File: src/rtl/alu_word_sequencer.sv
// Multi-cycle word ALU sequencer: drives an external 8-bit ALU slice one byte per
// cycle (LSB first), chaining carry, and returns the assembled word and flags.
module alu_word_sequencer #(
  parameter int unsigned NBYTES = 4
) (
  input  logic                  clk,
  input  logic                  rst,
  input  logic                  cmd_valid,
  output logic                  cmd_ready,
  input  logic [2:0]            cmd_op,
  input  logic                  cmd_cin,
  input  logic [8*NBYTES-1:0]   cmd_a,
  input  logic [8*NBYTES-1:0]   cmd_b,
  output logic [2:0]            alu_op,
  output logic [7:0]            alu_a,
  output logic [7:0]            alu_b,
  output logic                  alu_cin,
  input  logic [7:0]            alu_sum,
  input  logic                  alu_cout,
  output logic                  rsp_valid,
  input  logic                  rsp_ready,
  output logic [8*NBYTES-1:0]   rsp_result,
  output logic                  rsp_cout,
  output logic                  rsp_zero,
  output logic                  rsp_ovf
);

  localparam int unsigned W    = 8 * NBYTES;
  localparam int unsigned IDXW = (NBYTES > 1) ? $clog2(NBYTES) : 1;
  localparam logic [IDXW-1:0] LAST_IDX = IDXW'(NBYTES - 1);

  localparam logic [2:0] OP_ADD  = 3'd0;
  localparam logic [2:0] OP_SUB  = 3'd1;
  localparam logic [2:0] OP_RSUB = 3'd2;

  typedef enum logic [1:0] {
    S_IDLE,
    S_ISSUE,
    S_DONE
  } state_e;

  state_e          state_q, state_d;
  logic [2:0]      op_q, op_d;
  logic [W-1:0]    a_q, a_d;
  logic [W-1:0]    b_q, b_d;
  logic [W-1:0]    result_q, result_d;
  logic [IDXW-1:0] idx_q, idx_d;
  logic            carry_q, carry_d;
  logic            cout_q, cout_d;
  logic            zero_q, zero_d;
  logic            ovf_q, ovf_d;

  logic [7:0]      byte_a, byte_b;
  logic            arith;
  logic            sa, sb;

  always_ff @(posedge clk) begin
    if (rst) begin
      state_q <= S_IDLE;
    end else begin
      state_q <= state_d;
    end
  end

  always_comb begin
    state_d = state_q;
    unique case (state_q)
      S_IDLE:  if (cmd_valid) state_d = S_ISSUE;
      S_ISSUE: if (idx_q == LAST_IDX) state_d = S_DONE;
      S_DONE:  if (rsp_ready) state_d = S_IDLE;
      default: state_d = S_IDLE;
    endcase
  end

  // Operand byte select and signed-overflow addend signs for the current byte.
  always_comb begin
    byte_a = '0;
    byte_b = '0;
    for (int unsigned i = 0; i < NBYTES; i++) begin
      if (idx_q == IDXW'(i)) begin
        byte_a = a_q[i*8 +: 8];
        byte_b = b_q[i*8 +: 8];
      end
    end
    arith = (op_q == OP_ADD) || (op_q == OP_SUB) || (op_q == OP_RSUB);
    sa = 1'b0;
    sb = 1'b0;
    unique case (op_q)
      OP_ADD:  begin sa = byte_a[7]; sb = byte_b[7];  end
      OP_SUB:  begin sa = byte_a[7]; sb = ~byte_b[7]; end
      OP_RSUB: begin sa = byte_b[7]; sb = ~byte_a[7]; end
      default: begin sa = 1'b0;      sb = 1'b0;       end
    endcase
  end

  always_comb begin
    op_d     = op_q;
    a_d      = a_q;
    b_d      = b_q;
    result_d = result_q;
    idx_d    = idx_q;
    carry_d  = carry_q;
    cout_d   = cout_q;
    zero_d   = zero_q;
    ovf_d    = ovf_q;
    unique case (state_q)
      S_IDLE: begin
        if (cmd_valid) begin
          op_d     = cmd_op;
          a_d      = cmd_a;
          b_d      = cmd_b;
          carry_d  = (cmd_op == OP_ADD) ? cmd_cin
                                        : ((cmd_op == OP_SUB) || (cmd_op == OP_RSUB));
          idx_d    = '0;
          result_d = '0;
          cout_d   = 1'b0;
          zero_d   = 1'b0;
          ovf_d    = 1'b0;
        end
      end
      S_ISSUE: begin
        for (int unsigned i = 0; i < NBYTES; i++) begin
          if (idx_q == IDXW'(i)) result_d[i*8 +: 8] = alu_sum;
        end
        carry_d = alu_cout;
        if (idx_q == LAST_IDX) begin
          idx_d  = '0;
          cout_d = arith & alu_cout;
          ovf_d  = arith && (sa == sb) && (alu_sum[7] != sa);
          zero_d = (result_d == '0);
        end else begin
          idx_d = idx_q + 1'b1;
        end
      end
      default: ;
    endcase
  end

  always_ff @(posedge clk) begin
    if (rst) begin
      op_q     <= '0;
      a_q      <= '0;
      b_q      <= '0;
      result_q <= '0;
      idx_q    <= '0;
      carry_q  <= 1'b0;
      cout_q   <= 1'b0;
      zero_q   <= 1'b0;
      ovf_q    <= 1'b0;
    end else begin
      op_q     <= op_d;
      a_q      <= a_d;
      b_q      <= b_d;
      result_q <= result_d;
      idx_q    <= idx_d;
      carry_q  <= carry_d;
      cout_q   <= cout_d;
      zero_q   <= zero_d;
      ovf_q    <= ovf_d;
    end
  end

  always_comb begin
    cmd_ready  = (state_q == S_IDLE);
    rsp_valid  = (state_q == S_DONE);
    rsp_result = result_q;
    rsp_cout   = cout_q;
    rsp_zero   = zero_q;
    rsp_ovf    = ovf_q;
    alu_op     = '0;
    alu_a      = '0;
    alu_b      = '0;
    alu_cin    = 1'b0;
    if (state_q == S_ISSUE) begin
      alu_op  = op_q;
      alu_a   = byte_a;
      alu_b   = byte_b;
      alu_cin = carry_q;
    end
  end

endmodule

File: config.mk
export PLATFORM = sky130hd
export DESIGN_NAME = alu_word_sequencer
export DESIGN_NICKNAME = d
export VERILOG_FILES = /design/src/rtl/alu_word_sequencer.sv
export SDC_FILE = /design/constraint.sdc
export NUM_CORES = 1
export LEC_CHECK = 0
export CELL_PAD_IN_SITES_DETAIL_PLACEMENT = 0
export CELL_PAD_IN_SITES_GLOBAL_PLACEMENT = 1
export CORE_ASPECT_RATIO = 2
export CORE_MARGIN = 2
export CORE_UTILIZATION = 34
export DETAILED_ROUTE_END_ITERATION = 7
export PLACE_DENSITY_LB_ADDON = 0.1
export SETUP_SLACK_MARGIN = 0.05
export SLEW_MARGIN = 40
export SYNTH_ARGS = -nofsm -noshare
export SYNTH_HDL_FRONTEND = slang
export SYNTH_SLANG_ARGS = --single-unit
File: constraint.sdc
create_clock -name clk -period 2.8 [get_ports clk]
set_input_delay 0.56 -clock clk [delete_from_list [all_inputs] [get_ports clk]]
set_output_delay 0.56 -clock clk [all_outputs]
set_load 0.03 [all_outputs]
==> results of run 1 <==
[metal layers]
metal | up-vias | part of all wire (%)
li1 | 2415 | -
met1 | 2284 | 37
met2 | 118 | 57
met3 | 23 | 3.2
met4 | 0 | 2.8
met5 | - | 0
[final cells by class]
| type | instances | area share, % |
|---|---|---|
| Clock buffer | 10 | 3.48 |
| Inverter | 8 | 0.511 |
| Sequential cell | 107 | 31.3 |
| Timing Repair Buffer | 177 | 24.9 |
| Multi-Input combinational cell | 467 | 35.3 |
| Clock inverter | 6 | 1.02 |
| Tap cell | 189 | 3.45 |
[state kept, by name, indices dropped and copies added (netlist names)]
name and flops:
rsp_result 32, b_q 32, rsp_zero 1, a_q 32, state_q 2, rsp_cout 1
carry_q 1, op_q 3, idx_q 2, rsp_ovf 1
[placed cells by master, fill, tap and decap left out, types with 7 or more instances in the layout]
cell type / count
clkdlybuf4s50_1: 120
nor2_1: 80
clkbuf_16: 11
a21oi_1: 114
and2_1: 7
dfxtp_1: 105
buf_4: 40
nand2_1: 153
a22oi_1: 33
nand3b_1: 16
[power groups by stage]
stage                     sequential [mW]  combinational [mW]  clock (mW)
after global placement               1.68               0.602           0
after detailed placement             1.68               0.608           0
final                                1.64               0.649        1.35
after global routing                 1.65               0.713        1.44
after CTS                            1.64               0.616        1.37
after floorplan                      1.68               0.320           0
[per-stage QoR]
step                instances  setup TNS, ps  hold slack (ps)
global placement          937              0              444
CTS                       955          -89.1              456
finish                    964              0              457
detailed placement        937          -70.0              447
floorplan                 633              0              431
global route              964          -36.9              477
[path summary, 6_finish.rpt]
check                        start  cells past startpoint                   end
max reg2reg  idx_q[1]$_SDFFE_PP0P_                     13  rsp_ovf$_SDFFE_PP0P_
max          idx_q[1]$_SDFFE_PP0P_                     10              alu_b[7]
min reg2reg   a_q[11]$_SDFFE_PP0P_                      2  a_q[11]$_SDFFE_PP0P_
min           a_q[11]$_SDFFE_PP0P_                      2  a_q[11]$_SDFFE_PP0P_
[cells by family after synthesis]
family                     Yosys count
buffers and inverters               59
AOI/OAI and AO/OA                  178
and+or+nand+nor                    283
adders and majority gates            4
muxes                                1
DFF                                107
xor gates and xnor gates             1
[repair_timing]
action,4_1_cts,5_1_grt
cloned,0,2
pin swaps,3,10
endpoints found under the hold margin,0,0
buffers inserted,2,7
gates resized for setup,21,33
setup endpoints to repair,11,12
[worst max-delay path: cells and delay by family, from the launching register on]
kind                     cells  cell delay [ps]
adder cells (fa/ha/maj)      1              180
flip-flops                   1              370
AND/OR/NAND/NOR              2              290
AO/OA/AOI/OAI                2              350
buffers and inverters        5              650
==> flow_summary.ini, run 1 <==
[outcome]
status = finished clean

[sta]
slew_headroom_pct = 57.2
rsz0062_at_grt = yes
tightest_slew_ps = 642
final_max_slew_viol_count = 0
fmax_ghz = 0.365
finalCriticalPeriod_ps = 2740
skew_ps = 11.4
hold_viol = 0
fin_ws_ps = 56.8
finalCritPeriodShare_pct = 98.0
setup_viol = 0

[logic_synthesis]
synth_area_um2 = 4750
synth_top_family_by_area = simple AND/OR/NAND/NOR gates
ys_top_cells_by_count = nand2_1 (154), a21oi_1 (119), dfxtp_1 (107), nor2_1 (81), clkbuf_1 (36)
ys_ff_latch = 107
seq_area_frac_synth_pct = 45.1
synth_simple_gate_area_share_pct = 25.8
netlist_top_cells_area = dfxtp_1 (45%), a21oi_1 (13%), nand2_1 (12%), nor2_1 (6.4%), a22oi_1 (5.2%)
synth_edf_count = 0
synth_compound_area_share_pct = 22.0
synth_async_sr_flop_share_pct = 0
ys_types = 51
muxShareOfSynthArea_pct = 0.211
syn_avg_cell_area_um2 = 7.50
yosys.area_share.adder_pct = 1.05
yosysMostFrequentCell = nand2_1
synth_top_area_share_pct = 45.1
synth_nets = 718
yosysWarningCount = 0
syn_inst = 633
yosys.area.top_type = dfxtp_1
ys.flop_type = dfxtp_1
synth-xor-area-share_pct = 0.184

[floorplan]
start_util_pct = 34.4
die_x_um = 87.6
rows = 61
dieArea_um2 = 15000
fp.dieH_um = 171
core-area_um2 = 13800
pin_count = 138

[job]
drv_cap = 0

[cts]
cts_buffers = 9
clk_path_buf_depth = 2
cts.clk_slew.worst_paths_ps = 70
holdBufCountCts = 0
cts_tree = yes
htreeDepth = 3
clk_latency_ps = 350
clkSinkCount = 107
root_buffer = clkbuf_16

[finish]
final_util_pct = 49.7
multi_input_area_um2 = 2420
final_nets = 855
design_area_um2 = 6860
num-fill-cells = 1398
antenna_cells = 0
syn_to_final_growth_pct = 44.5
drive_gt1_share_pct = 12.5
seq_area_um2 = 2150

[power]
p_clk_share_pct = 37.0
switchingPower_mw = 1.01
p_int_mw = 2.63
pwr-share-comb_pct = 17.8
power.density_nw_per_um2 = 531
p_leak_nw = 2.54
vdd_drop_max_mv = 0.301
switching_share_pct = 27.8
p_total_mw = 3.64
p_seq_share_pct = 45.2

[grt]
grt_max_degree = 91
met3_usage_pct = 2.89
grt_pass1_vias = 4783
antenna_found_initial = 0
gr-usage-met2_pct = 40.3
use_met1_pct = 22.6
overflow = 0
grt_pass1_wl_mm = 24.5
busiest_layer = met2
track_usage_pct = 21.2

[placement]
dp_hpwl_mm = 11.4
pre_cts_ws_ps = -70.0
dpl-instance-area_um2 = 6350
io_buffers = 137
gp_congestion = 0.828

[setup_path]
cp.required_ps = 2240
worst-setup-path-type = flop to primary output
crit_path_frequent_cell = buf_12
start_kind = flop
critPathArrivalTime_ps = 2180
critPathCaptureType = primary output
max_stage_delay_ps = 370
crit_chain = inv_4 > ha_4 > buf_12 > buf_12 > nand3b_1 > a221oi_2 > buf_4 > a21oi_4 > nor2_2 > buf_6
crit_slowest_cell = dfxtp_4
cp_max_fo = 8
regToRegSetupSlack_ps = 320

[drt]
routedWlPerCell_um = 16.5
vias_per_cell = 5.02
drc = 0
dr.first_iter.drc_count = 182
routed_wl_mm = 15.9
first_pass_iters = 5
vias = 4840
ant_nets = 0

[min_path]
holdCritPathClass = flop to flop
Power figures use the tool's default switching activity.
==> run 2, diff against run 1 <==
CORE_UTILIZATION = 30   (was 34)
==> run 2 against run 1 <==
  * Hold slack got worse by 1.9 ps
  * Largest cell class unchanged
  * Cell area fell by 1.4%
  * Largest power group unchanged
  * Core utilization decreased by 6.4 points
  * Sequential share of layout area increased by 0.38 points
==> flow_summary.ini, run 2 (synthesis gave the netlist of run 1 again) <==
[floorplan]
pin_count = 138
fp.dieH_um = 182
rows = 65
dieArea_um2 = 16900
core-area_um2 = 15600
start_util_pct = 30.4
die_x_um = 93.0

[min_path]
holdCritPathClass = flop to flop
hold_depth = 2
holdPathEnd = b_q[14]$_SDFFE_PP0P_
hp-start = b_q[14]$_SDFFE_PP0P_

[drt]
vias_per_cell = 4.90
routed_wl_mm = 15.0
first_pass_iters = 4
drc = 0
ant_nets = 0
dr.first_iter.drc_count = 221
vias = 4707
routedWlPerCell_um = 15.7

[sta]
setup_tns_ps = 0
setup_viol = 0
fmax_ghz = 0.382
fin_ws_ps = 185
hold_viol = 0
final_max_slew_viol_count = 0
finalCritPeriodShare_pct = 93.4
skew_ps = 7.83
tightest_slew_ps = 728
slew_headroom_pct = 51.4
rsz0062_at_grt = yes
finalCriticalPeriod_ps = 2610

[cts]
clkSinkCount = 107
cts_tree = yes
clk_path_buf_depth = 2
clk_latency_ps = 350
htreeDepth = 3
cts_buffers = 9
root_buffer = clkbuf_16
cts.clk_slew.worst_paths_ps = 70

[grt]
antenna_found_initial = 0
grt_pass1_wl_mm = 23.7
grt_pass1_vias = 4495
track_usage_pct = 17.7
grt_max_degree = 72
overflow = 0

[finish]
layout_common_cells = nand2_1 (153), clkdlybuf4s50_1 (120), a21oi_1 (115)
seq_area_um2 = 2140
multi_input_area_um2 = 2420
num-fill-cells = 1662
drive_gt1_share_pct = 10.9
syn_to_final_growth_pct = 42.4
antenna_cells = 0
final_common_cell = nand2_1
final_nets = 839
design_area_um2 = 6760

[power]
p_clk_share_pct = 36.4
switching_share_pct = 27.4
p_seq_share_pct = 46.3
power.density_nw_per_um2 = 525
p_leak_nw = 2.46
p_int_mw = 2.58
vdd_drop_max_mv = 0.345
switchingPower_uw = 973
pwr-share-comb_pct = 17.3

[setup_path]
cp_max_fo = 36
start_kind = flop
r2r-end = rsp_result[18]$_SDFFE_PP0P_
regToRegSetupSlack_ps = 550
worst-setup-path-type = flop to primary output
timing.rr.start = idx_q[0]$_SDFFE_PP0P_
critPathCaptureType = primary output
cp.required_ps = 2240
rr_worst_depth = 8
critPathArrivalTime_ps = 2050

[placement]
pre_cts_ws_ps = -12.0
gp_congestion = 0.764
dp_hpwl_mm = 10.6
dpl-instance-area_um2 = 6350
io_buffers = 137

[job]
drv_cap = 0

[outcome]
status = finished clean
[run 2: layout make-up]
type | count | area share, %
multi-input cells | 467 | 35.8
flip-flops and latches | 107 | 31.7
inverters | 8 | 0.444
repair buffers | 161 | 23.9
well taps | 201 | 3.72
clock buffers | 9 | 3.33
clock inverters | 7 | 1.11
[run 2: worst max path at each step]
stage	from	to	slack, ps	cells past startpoint
floorplan	idx_q[0]$_SDFFE_PP0P_	alu_a[1]	330	9
global placement	idx_q[0]$_SDFFE_PP0P_	alu_b[7]	80	7
detailed placement	idx_q[1]$_SDFFE_PP0P_	alu_b[7]	-10	8
CTS	idx_q[1]$_SDFFE_PP0P_	alu_b[4]	30	10
global route	idx_q[0]$_SDFFE_PP0P_	alu_b[7]	10	8
finish	idx_q[0]$_SDFFE_PP0P_	alu_a[4]	190	9
[run 2: critical path: stages, from the launching register on]
cell and delay [ps]:
dfxtp_2 390, inv_1 100, ha_1 250, buf_12 190, a21oi_1 180, a21oi_1 60, nor2_1 90, a21oi_1 50
nor2_1 90, clkdlybuf4s15_2 310
[run 2: routing by layer]
| layer | share of wire [%] | global-route usage, % |
|---|---|---|
| met1 | 47 | 24.0 |
| met2 | 48 | 28.8 |
| met3 | 3.9 | 2.61 |
| met4 | 1.6 | 5.59 |
| met5 | 0 | 0 |
[run 2: power by group through the flow]
stage | combinational [mW] | sequential, mW | clock (mW)
final | 0.615 | 1.64 | 1.29
after global routing | 0.677 | 1.65 | 1.39
after CTS | 0.609 | 1.64 | 1.33
after floorplan | 0.320 | 1.68 | 0
after detailed placement | 0.597 | 1.68 | 0
after global placement | 0.598 | 1.68 | 0
[run 2: per-stage QoR]
step	std cells	util (%)	power [mW]	hold WS (ps)
after floorplan	633	-	2.00	431
after CTS	957	42.9	3.58	457
final	960	43.3	3.55	455
after detailed placement	941	40.6	2.27	447
after global routing	960	43.3	3.72	470
after global placement	941	40.6	2.27	443
[run 2: repair_timing]
action / CTS / global route
gates cloned: 0 / 0
gates resized for setup: 30 / 14
pin swaps: 0 / 2
hold buffers: 0 / 0
endpoints found under the setup margin: 15 / 20
buffers inserted: 0 / 3
==> RTL change 1: new RTL, config.mk and constraints of run 1 <==
Put a register stage on the output `rsp_ovf`, with the module's reset. The value now appears one clock later. The other outputs are not delayed to match.
--- a/src/rtl/alu_word_sequencer.sv
+++ b/src/rtl/alu_word_sequencer.sv
@@ -40,2 +40,4 @@
   } state_e;
+
+  logic rsp_ovf_d;
 
@@ -168,3 +170,3 @@
     rsp_zero   = zero_q;
-    rsp_ovf    = ovf_q;
+    rsp_ovf_d  = ovf_q;
     alu_op     = '0;
@@ -181,2 +183,10 @@
 
+  always_ff @(posedge clk) begin
+    if (rst) begin
+      rsp_ovf <= '0;
+    end else begin
+      rsp_ovf <= rsp_ovf_d;
+    end
+  end
+
 endmodule
Check against the original RTL: not equivalent (a bounded check fails within 10 cycles, from zero or initial values and one cycle with rst high).
==> RTL change 1 against run 1 <==
Hold slack worse by 0.0023 ns; wire length decreased by 3.6%; die area increased by 0.71%; sequential cell count grew 1; area after synthesis grew 0.74%; power shrank 1.6%; cell area fell by 3.2%; setup slack improved by 0.064 ns.
==> RTL change 1: results (changes against run 1) <==
placement:
  pre_cts_ws_ns: -0.0480  # was -0.0700 ns
  routabilityCongestion: 0.868  # was 0.828
  dp_cells: 912  # was 937
  placedInstanceArea_mm2: 0.00636  # was 0.00635 mm2
  place_hpwl_mm: 11.1  # was 11.4 mm
sta:
  fin_worst_skew_ns: 0.00976  # was 0.0114 ns
  fin_tns_setup_ns: 0  # unchanged
  fin_crit_sh_pct: 95.7  # was 98.0%
  slew_headroom_pct: 56.6  # was 57.2%
logic_synthesis:
  synth_adder_area_share_pct: 1.05  # about the same
  synth_seq_area_share_pct: 45.2  # was 45.1%
  ys_top_cells_by_area: "dfxtp_1 45%, nand2_1 12%, a21oi_1 9.5%"  # was dfxtp_1 45%, a21oi_1 13%, nand2_1 12%
  yosysUniqueCellTypes: 42  # was 51
  synth_xor_area_share_pct: 0  # was 0.184%
  synth_compound_area_share_pct: 20.3  # was 22.0%
  muxShareOfSynthArea_pct: 2.93  # was 0.211%
  synthCells: 617  # was 633
  synth_commonest_cells: "150 x nand2_1, 108 x dfxtp_1, 91 x a21oi_1"  # was 154 x nand2_1, 119 x a21oi_1, 107 x dfxtp_1
outcome:
  outcome: "complete, no violations"  # unchanged
critical_path:
  regToRegSetupSlack_ns: 0.59  # was 0.32 ns
  crit_slowest_cell: "nor3b_1"  # was dfxtp_4
  r2r_end: "ovf_q"  # was rsp_ovf
  crit_fanout: 11  # was 8
  ff2ff_path_depth: 8  # was 13
  arrival_ns: 2.12  # was 2.18 ns
  crit_end: "alu_a[7]"  # was alu_b[7]
  startpoint: "idx_q[0]"  # was idx_q[1]
layout:
  finish.instance_area_mm2: 0.00664  # was 0.00686 mm2
  n_all_buffers: 154  # was 177
  nFillCells: 1406  # was 1,398
  drive_above_1_share_pct: 8.80  # was 12.5%
  flops_and_latches: 108  # was 107
  multi_input_area_share_pct: 36.2  # was 35.3%
  multi_input_gates: 453  # was 467
  ff_latch_area_mm2: 0.00216  # was 0.00215 mm2
  clockNetworkAreaShare_pct: 4.66  # was 4.51%
  bufAreaShareNonClock_pct: 22.5  # was 24.9%
  final_cell_count_no_fill: 928  # was 964
power:
  irDropWorstVdd_v: 0.000310  # was 0.000301 V
  combPwrFrac_pct: 16.7  # was 17.8%
  power.internal_uw: 2600  # was 2630 uW
  p_seq_share_pct: 46.3  # was 45.2%
  leakagePower_uw: 0.00246  # was 0.00254 uW
min_path:
  worstHoldStart: "a_q[31]"  # was a_q[11]
  hold_end: "a_q[31]"  # was a_q[11]
floorplan:
  die_w_um: 87.9  # was 87.6 um
detailed_routing:
  avgRoutedWirePerCell_um: 16.5  # about the same
  drtIter0Drc: 219  # was 182
global_routing:
  grt_first_pass_wirelength_mm: 23.6  # was 24.5 mm
  grt_usage_pct: 20.3  # was 21.2%
  grt_pass1_vias: 4585  # was 4,783
  grt_max_degree: 72  # was 91
[RTL change 1: cell types whose count changed after synthesis, moves of 4 or more]
cell and delta:
nor2_1 -13, mux2i_1 +13, a21oi_1 -28, nor2b_1 +4
nand3b_1 -15, nand2_1 -4, buf_2 +8, o21ai_0 +13
a31oi_1 +4, clkbuf_1 -5, and3b_1 +14
[RTL change 1: per-layer routing]
layer  global-route usage, %  share of wire [%]  vias to the layer above
met2                    38.6                 56                      155
li1                        -                  -                     2330
met3                    2.59                4.1                       20
met1                    22.7                 38                     2204
met5                       0                  0                        -
met4                    6.15                1.7                        0
[RTL change 1: logic make-up after synthesis]
kind of cell    count (synthesis)
flops                         108
fa+ha+maj                       4
buf+inv                        56
simple gates                  274
mux                            14
compound gates                161
[RTL change 1: repair_timing]
action / in CTS / in global routing
endpoints found under the setup margin: 16 / 16
gates resized for setup: 33 / 23
setup buffers: 0 / 0
==> RTL change 2: new RTL, settings of run 1 <==
Made on the original files. The parameter `NBYTES` goes from 4 to 8.
--- a/src/rtl/alu_word_sequencer.sv
+++ b/src/rtl/alu_word_sequencer.sv
@@ -3,3 +3,3 @@
 module alu_word_sequencer #(
-  parameter int unsigned NBYTES = 4
+  parameter int unsigned NBYTES = 8
 ) (
Ports: changed (resized cmd_a, cmd_b and rsp_result); port bits go from 138 to 234. No check against the original RTL was run, so the function may have changed too.
==> RTL change 2 against run 1 <==
The flow now finishes with violations (setup timing); register-to-register slack about the same; power increased by 87%; wire length increased by 110%; via count increased by 89%; cell area increased by 88%; synthesized cell count increased by 86%; area after synthesis increased by 87%; clock power increased by 94%; sequential cell count increased by 97; maximum frequency decreased by 7.1%; setup slack got worse by 0.21 ns; critical path depth decreased by 1.
==> RTL change 2: results (changes against run 1) <==
critical_path:
  startpoint: "idx_q[0]"  # was idx_q[1]
layout:
  seq_share_pct: 31.7  # was 31.3%
  multi_input_gates: 870  # was 467
  flops_and_latches: 204  # was 107
  antennaDiodeCount: 1  # was 0
  bufAreaShareNonClock_pct: 23.5  # was 24.9%
  clkbuf_count: 26  # was 10
  final_util_pct: 50.3  # was 49.7%
  drive_above_1_share_pct: 12.7  # was 12.5%
  clockNetworkAreaShare_pct: 4.74  # was 4.51%
  n_all_buffers: 298  # was 177
  multi_input_area_mm2: 0.00471  # was 0.00242 mm2
sta:
  fin_tns_setup_ns: -1.32  # was 0 ns
  fin_worst_skew_ns: 0.0107  # was 0.0114 ns
  fin_ws_ns: -0.153  # was 0.0568 ns
  whs_ns: 0.262  # was 0.457 ns
  setup-violations-final: 16  # was 0
cts:
  cts_setup_buffers: 8  # was 2
  worstSkewPairLatency_ns: 0.50  # was 0.35 ns
  cts_made_buffers: 19  # was 9
  h-tree-depth: 1  # was 3
global_routing:
  grt_first_pass_wirelength_mm: 50.2  # was 24.5 mm
  grt_pass1_vias: 9111  # was 4,783
  use_met1_pct: 23.9  # was 22.6%
  use_met3_pct: 2.41  # was 2.89%
outcome:
  outcome: "complete, but fails checks"  # was complete, no violations
  failed_checks: "setup timing"
detailed_routing:
  wirelength_mm: 32.7  # was 15.9 mm
  wl_met3_mm: 1.28  # was 502 um
logic_synthesis:
  synth_commonest_cells: "317 x nand2_1, 204 x dfxtp_1, 175 x a21oi_1"  # was 154 x nand2_1, 119 x a21oi_1, 107 x dfxtp_1
  yosysUniqueCellTypes: 53  # was 51
  synth_xor_area_share_pct: 0  # was 0.184%
  avgSynthCellArea_um2: 7.52  # was 7.50 um2
  syn_nets: 1330  # was 718
  ys_top_cells_by_area: "dfxtp_1 46%, nand2_1 13%, a21oi_1 9.9%"  # was dfxtp_1 45%, a21oi_1 13%, nand2_1 12%
placement:
  dp_cells: 1710  # was 937
  pre_cts_ws_ns: 0.0729  # was -0.0700 ns
min_path:
  hp-class: "input port to register"  # was register to register
power:
  leakagePower_uw: 0.00466  # was 0.00254 uW
  power.switching_uw: 1790  # was 1010 uW
==> RTL change 2: cell types whose count changed in the layout (fill, tap and decap cells not counted), sizes merged, moves of 14 or more <==
cell / run 1 / this run
a211oi: 2 / 16
a21oi: 120 / 175
a22oi: 33 / 72
buf: 48 / 84
clkdlybuf4s50: 120 / 214
dfxtp: 107 / 204
nand2: 154 / 317
nor2: 81 / 106
o21ai: 4 / 45
==> RTL change 2: power by group through the flow <==
stage	sequential, uW	clock, uW	combinational [uW]
CTS	3120	2690	1050
floorplan	3160	0	511
detailed placement	3180	0	988
finish	3120	2620	1060
global placement	3180	0	984
global route	3130	2780	1150
==> RTL change 2: worst min-delay path by stage <==
stage / start / to / cells after the start
floorplan: a_q[16] / a_q[16] / 2
global placement: a_q[16] / a_q[16] / 2
detailed placement: a_q[19] / a_q[19] / 2
CTS: rst / b_q[63] / 2
global route: rst / b_q[63] / 2
finish: rst / b_q[63] / 2
